==> src/rtl/ifu_fetch.sv <==
// ifu_fetch: single-issue instruction fetch unit feeding the decoder.
// Owns the architectural PC. Each cycle of operation it issues one request on the
// instruction-memory port, captures the returned word, hands it to the decoder and
// waits for the resolved next PC before fetching again. A decoded EBREAK (halt)
// or a misaligned next PC stops fetching until reset.
//
// Ports
//   clk, rst                     clock, async active-high reset
//   imem_req_valid/ready/addr    fetch request (addr = pc)
//   imem_resp_valid/data         one-cycle response pulse per accepted request
//   inst_valid/ready, inst, pc   instruction handed to the decoder
//   npc_valid, npc               resolved next PC from execute/write-back
//   halt                         decoded EBREAK of current inst
//   halted, fault                sticky stop indications
//   inst_cnt                     instructions handed to the decoder (wraps)
module ifu_fetch #(
  parameter logic [31:0] RESET_PC = 32'h8000_0000
) (
  input  logic        clk,
  input  logic        rst,
  output logic        imem_req_valid,
  input  logic        imem_req_ready,
  output logic [31:0] imem_req_addr,
  input  logic        imem_resp_valid,
  input  logic [31:0] imem_resp_data,
  output logic        inst_valid,
  input  logic        inst_ready,
  output logic [31:0] inst,
  output logic [31:0] pc,
  input  logic        npc_valid,
  input  logic [31:0] npc,
  input  logic        halt,
  output logic        halted,
  output logic        fault,
  output logic [31:0] inst_cnt
);

  localparam int unsigned XLEN = 32;

  typedef enum logic [2:0] {
    S_REQ       = 3'd0,
    S_WAIT_RESP = 3'd1,
    S_VALID     = 3'd2,
    S_WAIT_NPC  = 3'd3,
    S_HALTED    = 3'd4,
    S_FAULT     = 3'd5
  } state_t;

  state_t            r_state;
  state_t            w_state_nxt;
  logic [XLEN-1:0]   r_pc;
  logic [XLEN-1:0]   w_pc_nxt;
  logic [XLEN-1:0]   r_inst;
  logic [XLEN-1:0]   w_inst_nxt;
  logic [XLEN-1:0]   r_inst_cnt;
  logic [XLEN-1:0]   w_inst_cnt_nxt;
  logic              r_req_valid;
  logic              r_inst_valid;
  logic              r_halted;
  logic              r_fault;

  // State and datapath registers
  always_ff @(posedge clk or posedge rst) begin
    if (rst) begin
      r_state    <= S_REQ;
      r_pc       <= RESET_PC;
      r_inst     <= '0;
      r_inst_cnt <= '0;
    end else begin
      r_state    <= w_state_nxt;
      r_pc       <= w_pc_nxt;
      r_inst     <= w_inst_nxt;
      r_inst_cnt <= w_inst_cnt_nxt;
    end
  end

  // Next-state and datapath update
  always_comb begin
    w_state_nxt    = r_state;
    w_pc_nxt       = r_pc;
    w_inst_nxt     = r_inst;
    w_inst_cnt_nxt = r_inst_cnt;
    unique case (r_state)
      S_REQ: begin
        // r_req_valid is low for the first cycle out of reset, so gate acceptance on it
        if (r_req_valid && imem_req_ready) begin
          w_state_nxt = S_WAIT_RESP;
        end
      end
      S_WAIT_RESP: begin
        if (imem_resp_valid) begin
          w_inst_nxt  = imem_resp_data;
          w_state_nxt = S_VALID;
        end
      end
      S_VALID: begin
        if (r_inst_valid && inst_ready) begin
          w_inst_cnt_nxt = r_inst_cnt + XLEN'(1);
          w_state_nxt    = S_WAIT_NPC;
        end
      end
      S_WAIT_NPC: begin
        // halt wins over a simultaneous next PC
        if (halt) begin
          w_state_nxt = S_HALTED;
        end else if (npc_valid) begin
          if (npc[1:0] != 2'b00) begin
            w_state_nxt = S_FAULT;
          end else begin
            w_pc_nxt    = npc;
            w_state_nxt = S_REQ;
          end
        end
      end
      S_HALTED: w_state_nxt = S_HALTED;
      S_FAULT:  w_state_nxt = S_FAULT;
      default:  w_state_nxt = S_REQ;
    endcase
  end

  // Registered handshake/status outputs, decoded from the next state
  always_ff @(posedge clk or posedge rst) begin
    if (rst) begin
      r_req_valid  <= 1'b0;
      r_inst_valid <= 1'b0;
      r_halted     <= 1'b0;
      r_fault      <= 1'b0;
    end else begin
      r_req_valid  <= (w_state_nxt == S_REQ);
      r_inst_valid <= (w_state_nxt == S_VALID);
      r_halted     <= (w_state_nxt == S_HALTED);
      r_fault      <= (w_state_nxt == S_FAULT);
    end
  end

  assign imem_req_valid = r_req_valid;
  assign imem_req_addr  = r_pc;
  assign inst_valid     = r_inst_valid;
  assign inst           = r_inst;
  assign pc             = r_pc;
  assign halted         = r_halted;
  assign fault          = r_fault;
  assign inst_cnt       = r_inst_cnt;

endmodule
==> config.mk <==
export PLATFORM = sky130hd
export DESIGN_NAME = ifu_fetch
export DESIGN_NICKNAME = d
export VERILOG_FILES = /design/src/rtl/ifu_fetch.sv
export SDC_FILE = /design/constraint.sdc
export NUM_CORES = 1
export LEC_CHECK = 0
export ABC_AREA = 1
export CORE_UTILIZATION = 28
export DETAILED_ROUTE_END_ITERATION = 6
export HOLD_SLACK_MARGIN = 0.1
export PLACE_DENSITY_LB_ADDON = 0.12
export SYNTH_ARGS = -nofsm -noshare
export SYNTH_HDL_FRONTEND = slang
export SYNTH_SLANG_ARGS = --single-unit
==> constraint.sdc <==
create_clock -name clk -period 9.65 [get_ports clk]
set_clock_uncertainty 0.15 [all_clocks]
set_input_delay 1.4475 -clock clk [delete_from_list [all_inputs] [get_ports clk]]
set_output_delay 1.4475 -clock clk [all_outputs]
set_load 0.05 [all_outputs]
# --- Word level (Yosys, flattened, before mapping) ---
# Index checks and enable logic that the tools add are counted.
word_totals:
  reg_bits: 103
  in_bits: 71
  out_inout_bits: 132
  elab_cells: 34
op_classes:
  add_sub_neg: 1
  eq_ne: 8
  mux: 7
  n_bitwise: 2
  n_reduce_logical: 8
ops:
  columns: ["op", "n"]
  rows:
  - ["32-bit by 1-bit adder with 32-bit output, second input constant", 1]
  - ["3-bit 2-to-1 mux", 6]
  - ["3-bit case mux with 6 select lines", 1]
  - ["3-bit equality test, second input constant", 4]
  - ["3-bit by 2-bit equality test with 1-bit output, second input constant", 3]
  - ["3-bit logical NOT", 2]
  - ["2-bit AND reduction", 2]
  - ["4-bit AND reduction", 1]
  - ["3-bit by 1-bit equality test with 1-bit output, second input constant", 1]
  - ["1-bit logical AND", 2]
  - ["1-bit inverter", 2]
  - ["2-bit nonzero test", 1]

# --- Depth between registers and ports, before layout ---
# Gate-level depths: netlist of run 1.
depth:
  depth_word: 6
  mapped_depth: 9
  ltp_nobuf: 9

# --- Worst setup path before layout of run 1 ---
# No wires, ideal clock.
synth_path:
  path_type: "register to output"
  from: "reg r_pc[31] (netlist: imem_req_addr[31])"
  to: "out pc[31]"
  t_arrival_ns: 0.928
  t_required_ns: 8.052
  path_slack_ns: 7.125
  path_stages_with_launch: 2
  path_buffers: 1
  path_cell_list: "dfstp_2 buf_4"
synth_rtl:
  columns: ["item", "line", "source"]
  rows:
  - ["start, declared", "51", "logic [XLEN-1:0] r_pc;"]
  - ["start signal, assigned", "71", "r_pc <= w_pc_nxt;"]
  - ["end, declared", "29", "output logic [31:0] pc,"]
# No word-level cell between the ends.

# --- Worst setup path after layout of run 1 ---
layout_path:
  from: "in halt"
  to: "reg r_pc[8] (netlist: imem_req_addr[8])"
layout_via:
  elab_chain_len: 2
layout_lines:
  columns: ["item", "line", "source"]
  rows:
  - ["start, declared", "32", "input logic halt,"]
  - ["1-bit inverter (no line)", null, null]
  - ["4-bit AND reduction (no line)", null, null]
# No other way between the ends.
# A chain may end at the register's enable or synchronous reset.

==> flow_summary.json, run 1 <==
{
  "synth_top_area_share_pct": 52.9,
  "hold_class": "reg -> reg",
  "drtIter0Drc": 227,
  "r2r_slack_ns": 6.98,
  "grt_usage_pct": 15.6,
  "syn-cell-area_mm2": 0.00482,
  "die_area_mm2": 0.0177,
  "synth_fp_nets": 650,
  "max_stage_delay_ns": 0.75,
  "place_congestion": 0.826,
  "grt_first_pass_wirelength_um": 21600,
  "p_clk_share_pct": 17.5,
  "ys_types": 28,
  "dieHeight_um": 133,
  "post_drt_wl_per_cell_um": 13.5,
  "synthFlopType": "dfrtp_1",
  "clock_latency_ns": 0.35,
  "cts_buffer_depth": 2,
  "layout_commonest_cell": "nand2_1",
  "p_per_area_mw_per_mm2": 281,
  "numCtsBuffers": 9,
  "vias_per_cell": 4.27,
  "fin_nets": 820,
  "grt_antenna_before_repair": 0,
  "wl_um": 13100,
  "vdd_ir_drop_max_v": 0.000188,
  "drcViolationCount": 0,
  "hold_violations": 0,
  "area_delta_synth_final_pct": 47.3,
  "slew_headroom_pct": 30.2,
  "comb_power_share_pct": 50.8,
  "crit_arrival_ns": 3.66,
  "h-tree-depth": 3,
  "fin_setup_tns_ns": 0,
  "fin_crit_sh_pct": 36.6,
  "dp_hpwl_um": 9800,
  "antenna_left": 0,
  "slowest_stage": "inv_2",
  "path_common_cell": "nand2_1",
  "timing.rr.start": "r_state[2]$_DFF_PP0_",
  "ys_ff_latch": 103,
  "grt_max_degree": 65,
  "firstDrtPassIters": 4,
  "crit_path_end": "imem_req_addr[8]$_DFFE_PP0P_",
  "utilization_pct": 42.5,
  "end_kind": "register",
  "io_pins": 203,
  "synth_seq_area_share_pct": 53.5,
  "swShare_pct": 47.4,
  "synth_area_leaders": "dfrtp_1, nand2_1, buf_4, nor2_1, inv_1",
  "clkTransAtPathRegs_ns": 0.07,
  "numPortBuffers": 202,
  "maxCapViolCount": 0,
  "pre_cts_ws_ns": 5.70,
  "critical_path.max_fanout": 32,
  "power.switching_uw": 947,
  "worst-setup-path-type": "in -> reg",
  "ys_warn_count": 0,
  "synth_top_area_cell": "dfrtp_1",
  "period_minus_slack_ns": 3.53,
  "r2r-end": "imem_req_addr[8]$_DFFE_PP0P_",
  "setup_viol": 0,
  "grt_pass1_vias": 4178,
  "postCtsSetupBuffers": 0,
  "crit_start": "halt",
  "synth-edff-count": 0,
  "leakage_uw": 0.00338,
  "p_seq_share_pct": 31.7,
  "post_cts_resized": 0,
  "cp.required_ns": 9.79,
  "core_mm2": 0.0167,
  "worst_pin_slew_ns": 1.04,
  "ys_async_sr_fraction_pct": 100,
  "final_cell_mix": "nand2_1, clkdlybuf4s50_1, dfrtp_1",
  "avgSynthCellArea_um2": 8.34,
  "cts_tree": "built",
  "slew_viol_final": 0,
  "status": "finished, final reports clean",
  "cp-start-kind": "primary input",
  "cp_cell_sequence": "clkdlybuf4s50_1 -> nor2_1 -> nand2_1 -> inv_2 -> nand2_1 -> nand2_1",
  "cts_hold_buf": 0,
  "reg2reg_depth": 7,
  "rsz0062_at_grt": "no",
  "fmax_mhz": 283,
  "fin_ws_ns": 6.12,
  "rows": 47,
  "start_util_pct": 28.9,
  "die_w_um": 133,
  "drive_above_1_share_pct": 5.05,
  "dr_total_vias": 4151,
  "clock_sinks": 103,
  "grt_overflow": 0,
  "root_buffer": "clkbuf_16",
  "p_int_uw": 1050,
  "synthCells": 578,
  "antenna_cells": 0
}
==> kinds of logic (layout without fill, tap and decap cells) <==
group | Yosys count | in the layout | synth area share (%)
compound gates | 4 | 4 | 0.675
xor+xnor | 18 | 18 | 3.27
simple gates | 365 | 365 | 32.4
flops | 103 | 103 | 53.5
buf+inv | 87 | 262 | 9.89
fa+ha+maj | 1 | 1 | 0.259
==> Yosys cell counts, types with 4 or more instances <==
library cell  instances
nor2_1               41
xnor2_1               7
buf_4                35
xor2_1               11
nor3_1                5
buf_2                 9
nand3_1              15
nor2_4                4
dfrtp_1             102
nand2_1             266
nand4_1              18
inv_1                39
==> metrics by stage <==
step           cell area (µm²)  hold WS, ns  power, µW  cells
6_report                  7100        0.321       2000    973
3_5_place_dp              6820        0.308       1660    957
4_1_cts                   7100        0.326       2020    973
2_1_floorplan             4820        0.433       1340    578
5_1_grt                   7100        0.340       2100    973
3_3_place_gp              6820        0.303       1660    957
==> layer usage <==
layer	vias to the layer above	GRT usage [%]	part of all wire, %
met2	151	24.6	46
met5	-	0	0
met4	0	5.68	1.5
met3	14	4.49	7.7
met1	1909	20.2	45
li1	2077	-	-
==> power groups by stage <==
stage,Clock [µW],Sequential (µW),Combinational (µW)
after floorplan,0,1000,340
after global placement,0,641,1020
after detailed placement,0,640,1020
after CTS,363,636,1030
after global routing,383,651,1070
final,349,634,1010
==> critical path, delay by kind of cell <==
family,cells,cell delay (ns)
buffers and inverters,2,1.20
and+or+nand+nor,4,1.00
==> area by class of cell <==
class / instances / area, µm²
fillers: 1652 / 9600
repair buffers: 204 / 2040
inverters: 42 / 160
multi-input cells: 388 / 1770
clock buffers: 10 / 239
well taps: 220 / 275
clock inverters: 6 / 43.8
flip-flops and latches: 103 / 2580
==> registers in the layout (all words and copies together), names as in the netlist <==
register / flops
inst: 32
inst_valid: 1
imem_req_valid: 1
imem_req_addr: 32
r_state: 3
halted: 1
inst_cnt: 32
fault: 1
==> how the worst min path moves through the flow <==
stage / from / endpoint / cells after the start
5_1_grt: inst[21]$_DFFE_PP0P_ / inst[21]$_DFFE_PP0P_ / 2
2_1_floorplan: imem_req_addr[31]$_DFFE_PP1P_ / imem_req_addr[31]$_DFFE_PP1P_ / 2
6_report: inst[21]$_DFFE_PP0P_ / inst[21]$_DFFE_PP0P_ / 2
3_5_place_dp: inst[21]$_DFFE_PP0P_ / inst[21]$_DFFE_PP0P_ / 2
3_3_place_gp: inst[7]$_DFFE_PP0P_ / inst[7]$_DFFE_PP0P_ / 2
4_1_cts: inst[21]$_DFFE_PP0P_ / inst[21]$_DFFE_PP0P_ / 2
No activity file was read; power rests on OpenSTA's default activity.
==> run 2: changes to the inputs <==
Clock period 9.65 ns to 3.1 ns, I/O delays scaled along.
==> flow_summary.json, run 2 (synthesized netlist as in run 1, its figures left out) <==
{
  "drive_above_1_share_pct": 4.77,
  "period_minus_slack_ns": 2.29,
  "grt_max_degree": 104,
  "cp.required_ns": 2.48,
  "worst-setup-path-type": "reg -> out",
  "fmax_mhz": 437,
  "numCtsBuffers": 9,
  "multi_input_area_mm2": 0.00177,
  "whs_ns": 0.321,
  "maxCapViolCount": 0,
  "dieHeight_um": 133,
  "root_buffer": "clkbuf_16",
  "post_cts_resized": 0,
  "fillers": 1643,
  "dr_total_vias": 4170,
  "regArea_mm2": 0.00258,
  "cts_tree": "built",
  "dp_hpwl_um": 9500,
  "drtIter0Drc": 160,
  "vias_per_cell": 4.28,
  "cp_num_buf_inv": 1,
  "drcViolationCount": 0,
  "worst_pin_slew_ns": 0.584,
  "io_pins": 203,
  "slew_headroom_pct": 60.9,
  "rsz0062_at_grt": "no",
  "fin_setup_tns_ns": 0,
  "cp-start-kind": "register",
  "grt_first_pass_wirelength_um": 21700,
  "crit_family": "buffers and inverters",
  "critical_path.max_fanout": 8,
  "antenna_left": 0,
  "antenna_cells": 0,
  "wl_um": 13000,
  "die_area_mm2": 0.0177,
  "rows": 47,
  "grt_pass1_vias": 4149,
  "highest_layer": "met4",
  "layout_commonest_cell": "nand2_1",
  "slowest_stage": "clkdlybuf4s50_1",
  "numPortBuffers": 202,
  "route.met3.wl_um": 1010,
  "cts_buffer_depth": 2,
  "final_area_mm2": 0.00713,
  "max_stage_delay_ns": 0.85,
  "post_drt_wl_per_cell_um": 13.3,
  "h-tree-depth": 3,
  "dr_wl_met2_um": 5990,
  "slew_viol_final": 0,
  "end_kind": "output pin",
  "m1WireLength_um": 5760,
  "setup_viol": 0,
  "place_congestion": 0.820,
  "die_w_um": 133,
  "final_cell_mix": "nand2_1, clkdlybuf4s50_1, dfrtp_1",
  "fin_nets": 821,
  "firstDrtPassIters": 4,
  "status": "finished, final reports clean",
  "grt_usage_pct": 15.6,
  "core_mm2": 0.0167,
  "area_delta_synth_final_pct": 47.9,
  "placed_cell_area_mm2": 0.00684,
  "grt_antenna_before_repair": 0,
  "hold_class": "reg -> reg",
  "fin_crit_sh_pct": 73.9,
  "leakage_uw": 0.00338,
  "clock_latency_ns": 0.34,
  "postCtsSetupBuffers": 0,
  "vdd_ir_drop_max_v": 0.000590,
  "start_util_pct": 28.9,
  "cts_hold_buf": 0,
  "clock_sinks": 103,
  "crit_arrival_ns": 1.68,
  "clkTransAtPathRegs_ns": 0.07,
  "p_per_area_mw_per_mm2": 879,
  "grt_overflow": 0,
  "hold_violations": 0,
  "cp_cell_sequence": "clkdlybuf4s50_1"
}
[run 2: layout make-up]
class	instances	area share, %
sequential	103	36.2
timing repair buffer	205	28.8
multi-input combinational	388	24.8
tap	220	3.86
clock buffer	13	3.51
inverter	42	2.26
clock inverter	3	0.597
[run 2: routing by layer]
| metal | vias up | global-route usage, % |
|---|---|---|
| met2 | 138 | 24.8 |
| met5 | - | 0 |
| met1 | 1942 | 19.8 |
| met3 | 15 | 4.95 |
| li1 | 2075 | - |
| met4 | 0 | 5.62 |
[run 2: final timing paths]
path / start / end / slack (ns) / cells after the start
setup reg to reg: inst_cnt[0]$_DFFE_PP0P_ / inst_cnt[20]$_DFFE_PP0P_ / 1.32 / 8
setup / recovery: inst_cnt[20]$_DFFE_PP0P_ / inst_cnt[20] / 0.81 / 1
hold reg to reg: inst[24]$_DFFE_PP0P_ / inst[24]$_DFFE_PP0P_ / 0.32 / 2
hold / removal: inst[24]$_DFFE_PP0P_ / inst[24]$_DFFE_PP0P_ / 0.32 / 2
min in group asynchronous: rst / inst[24]$_DFFE_PP0P_ / 0.50 / 3
max in group asynchronous: rst / inst_cnt[29]$_DFFE_PP0P_ / 1.88 / 3
[run 2: power breakdown]
| group | internal, µW | switching, µW | total [µW] | leakage, µW |
|---|---|---|---|---|
| clock | 649 | 492 | 1140 | 0.000140 |
| sequential | 1700 | 261 | 1960 | 0.00136 |
| combinational | 1000 | 2160 | 3160 | 0.00188 |
[run 2: metrics by stage]
stage | worst slack, ns | std cells | power (µW) | utilization (%)
6_report | 0.809 | 974 | 6270 | 42.7
5_1_grt | 0.750 | 974 | 6600 | 42.7
4_1_cts | 0.782 | 974 | 6360 | 42.7
3_5_place_dp | 0.883 | 958 | 5170 | 40.9
3_3_place_gp | 0.894 | 958 | 5160 | 40.9
2_1_floorplan | 1.13 | 578 | 4180 | -
==> run 3: changes to the inputs <==
Clock period 3.1 ns to 2.15 ns, I/O delays scaled along.
==> flow_summary.json, run 3 (synthesized netlist as in run 1, its figures left out) <==
{
  "clock_latency_ns": 0.35,
  "start_util_pct": 28.9,
  "io_pins": 203,
  "maxCapViolCount": 0,
  "fmax_mhz": 475,
  "cp-start-kind": "register",
  "placed_cell_area_mm2": 0.00692,
  "numPortBuffers": 202,
  "vias_per_cell": 4.30,
  "grt_antenna_before_repair": 0,
  "setup_viol": 0,
  "end_kind": "output pin",
  "cp_cell_sequence": "clkdlybuf4s50_1",
  "period_minus_slack_ns": 2.10,
  "fin_crit_sh_pct": 97.9,
  "numCtsBuffers": 9,
  "cts_buffer_depth": 2,
  "fin_nets": 830,
  "regArea_mm2": 0.00258,
  "r2r_slack_ns": 0.32,
  "dieHeight_um": 133,
  "root_buffer": "clkbuf_16",
  "slew_headroom_pct": 62.3,
  "cp_num_buf_inv": 1,
  "multi_input_area_mm2": 0.00177,
  "fin_ws_ns": 0.0456,
  "cts_hold_buf": 0,
  "leakage_uw": 0.00353,
  "worst_pin_slew_ns": 0.564,
  "status": "finished, final reports clean",
  "hold_violations": 0,
  "place_congestion": 0.860,
  "drive_above_1_share_pct": 7.08,
  "antenna_left": 0,
  "die_w_um": 133,
  "slowest_stage": "clkdlybuf4s50_1",
  "max_stage_delay_ns": 0.84,
  "drtIter0Drc": 139,
  "layout_commonest_cell": "nand2_1",
  "firstDrtPassIters": 4,
  "grt_max_degree": 37,
  "vdd_ir_drop_max_v": 0.000712,
  "grt_first_pass_wirelength_um": 21500,
  "fin_setup_tns_ns": 0,
  "final_cell_mix": "nand2_1, clkdlybuf4s50_1, dfrtp_1",
  "drcViolationCount": 0,
  "wl_um": 13200,
  "crit_arrival_ns": 1.63,
  "clock_sinks": 103,
  "pre_cts_ws_ns": 0.230,
  "core_mm2": 0.0167,
  "h-tree-depth": 3,
  "area_delta_synth_final_pct": 49.5,
  "post_drt_wl_per_cell_um": 13.4,
  "hold_class": "in -> async",
  "clkTransAtPathRegs_ns": 0.07,
  "rows": 47,
  "critical_path.max_fanout": 5,
  "cp.required_ns": 1.68,
  "crit_family": "buffers and inverters",
  "grt_usage_pct": 15.4,
  "power_uw": 8980,
  "die_area_mm2": 0.0177,
  "p_per_area_mw_per_mm2": 1250,
  "dp_hpwl_um": 9900,
  "rsz0062_at_grt": "no",
  "worst-setup-path-type": "reg -> out",
  "grt_overflow": 0,
  "slew_viol_final": 0,
  "final_area_mm2": 0.00721,
  "grt_pass1_vias": 4149,
  "dr_total_vias": 4224,
  "antenna_cells": 0,
  "cts_tree": "built",
  "fillers": 1656
}
[run 3: changes by cell type in the layout (fill, tap and decap cells not counted)]
cell / before / now
buf_4: 2 / 16
buf_12: 1 / 4
inv_6: 0 / 2
dlygate4sd2_1: 0 / 5
clkdlybuf4s50_1: 202 / 186
clkbuf_1: 3 / 2
dlymetal6s2s_1: 0 / 3
bufinv_16: 1 / 0
clkbuf_8: 1 / 2
clkinv_2: 1 / 0
[run 3: final timing paths]
| kind | startpoint | end | cells past startpoint |
|---|---|---|---|
| min in group clk | inst[29]$_DFFE_PP0P_ | inst[29]$_DFFE_PP0P_ | 2 |
| hold / removal | rst | fault$_DFF_PP0_ | 2 |
| setup reg to reg | inst_cnt[0]$_DFFE_PP0P_ | inst_cnt[20]$_DFFE_PP0P_ | 8 |
| max in group asynchronous | rst | imem_req_addr[31]$_DFFE_PP1P_ | 3 |
| setup / recovery | inst_cnt[12]$_DFFE_PP0P_ | inst_cnt[12] | 1 |
| hold reg to reg | inst[29]$_DFFE_PP0P_ | inst[29]$_DFFE_PP0P_ | 2 |
[run 3: final cells by class]
cell class | instances | area share (%)
Clock buffer | 13 | 3.61
Tap cell | 220 | 3.82
Multi-Input combinational cell | 388 | 24.5
Inverter | 42 | 2.24
Sequential cell | 103 | 35.8
Clock inverter | 3 | 0.347
Timing Repair Buffer | 214 | 29.7
[run 3: routing by layer]
layer	wire (µm)	GRT usage (%)	part of all wire [%]	up-vias
met2	6020	24.6	46	136
met5	0	0	0	-
met4	151	5.30	1.1	0
met3	882	4.26	6.7	9
li1	-	-	-	2107
met1	6130	20.0	46	1972
[run 3: power breakdown]
| part | internal (µW) | switching (µW) |
|---|---|---|
| Combinational | 1440 | 3130 |
| Clock | 860 | 738 |
| Sequential | 2450 | 372 |
| Total | 4750 | 4240 |
[run 3: metrics by stage]
stage               cells  utilization, %  hold WS [ns]
global route          983            43.2         0.250
finish                983            43.2         0.226
floorplan             578               -         0.263
global placement      967            41.5         0.305
detailed placement    967            41.5         0.311
CTS                   983            43.1         0.224
[run 3: repair_timing]
action / in CTS / in global routing
setup endpoints to repair: 5 / 3
cloned: 0 / 0
pin swaps: 0 / 0
buffers inserted: 0 / 0
hold endpoints to repair: 0 / 0
resized for setup: 5 / 3
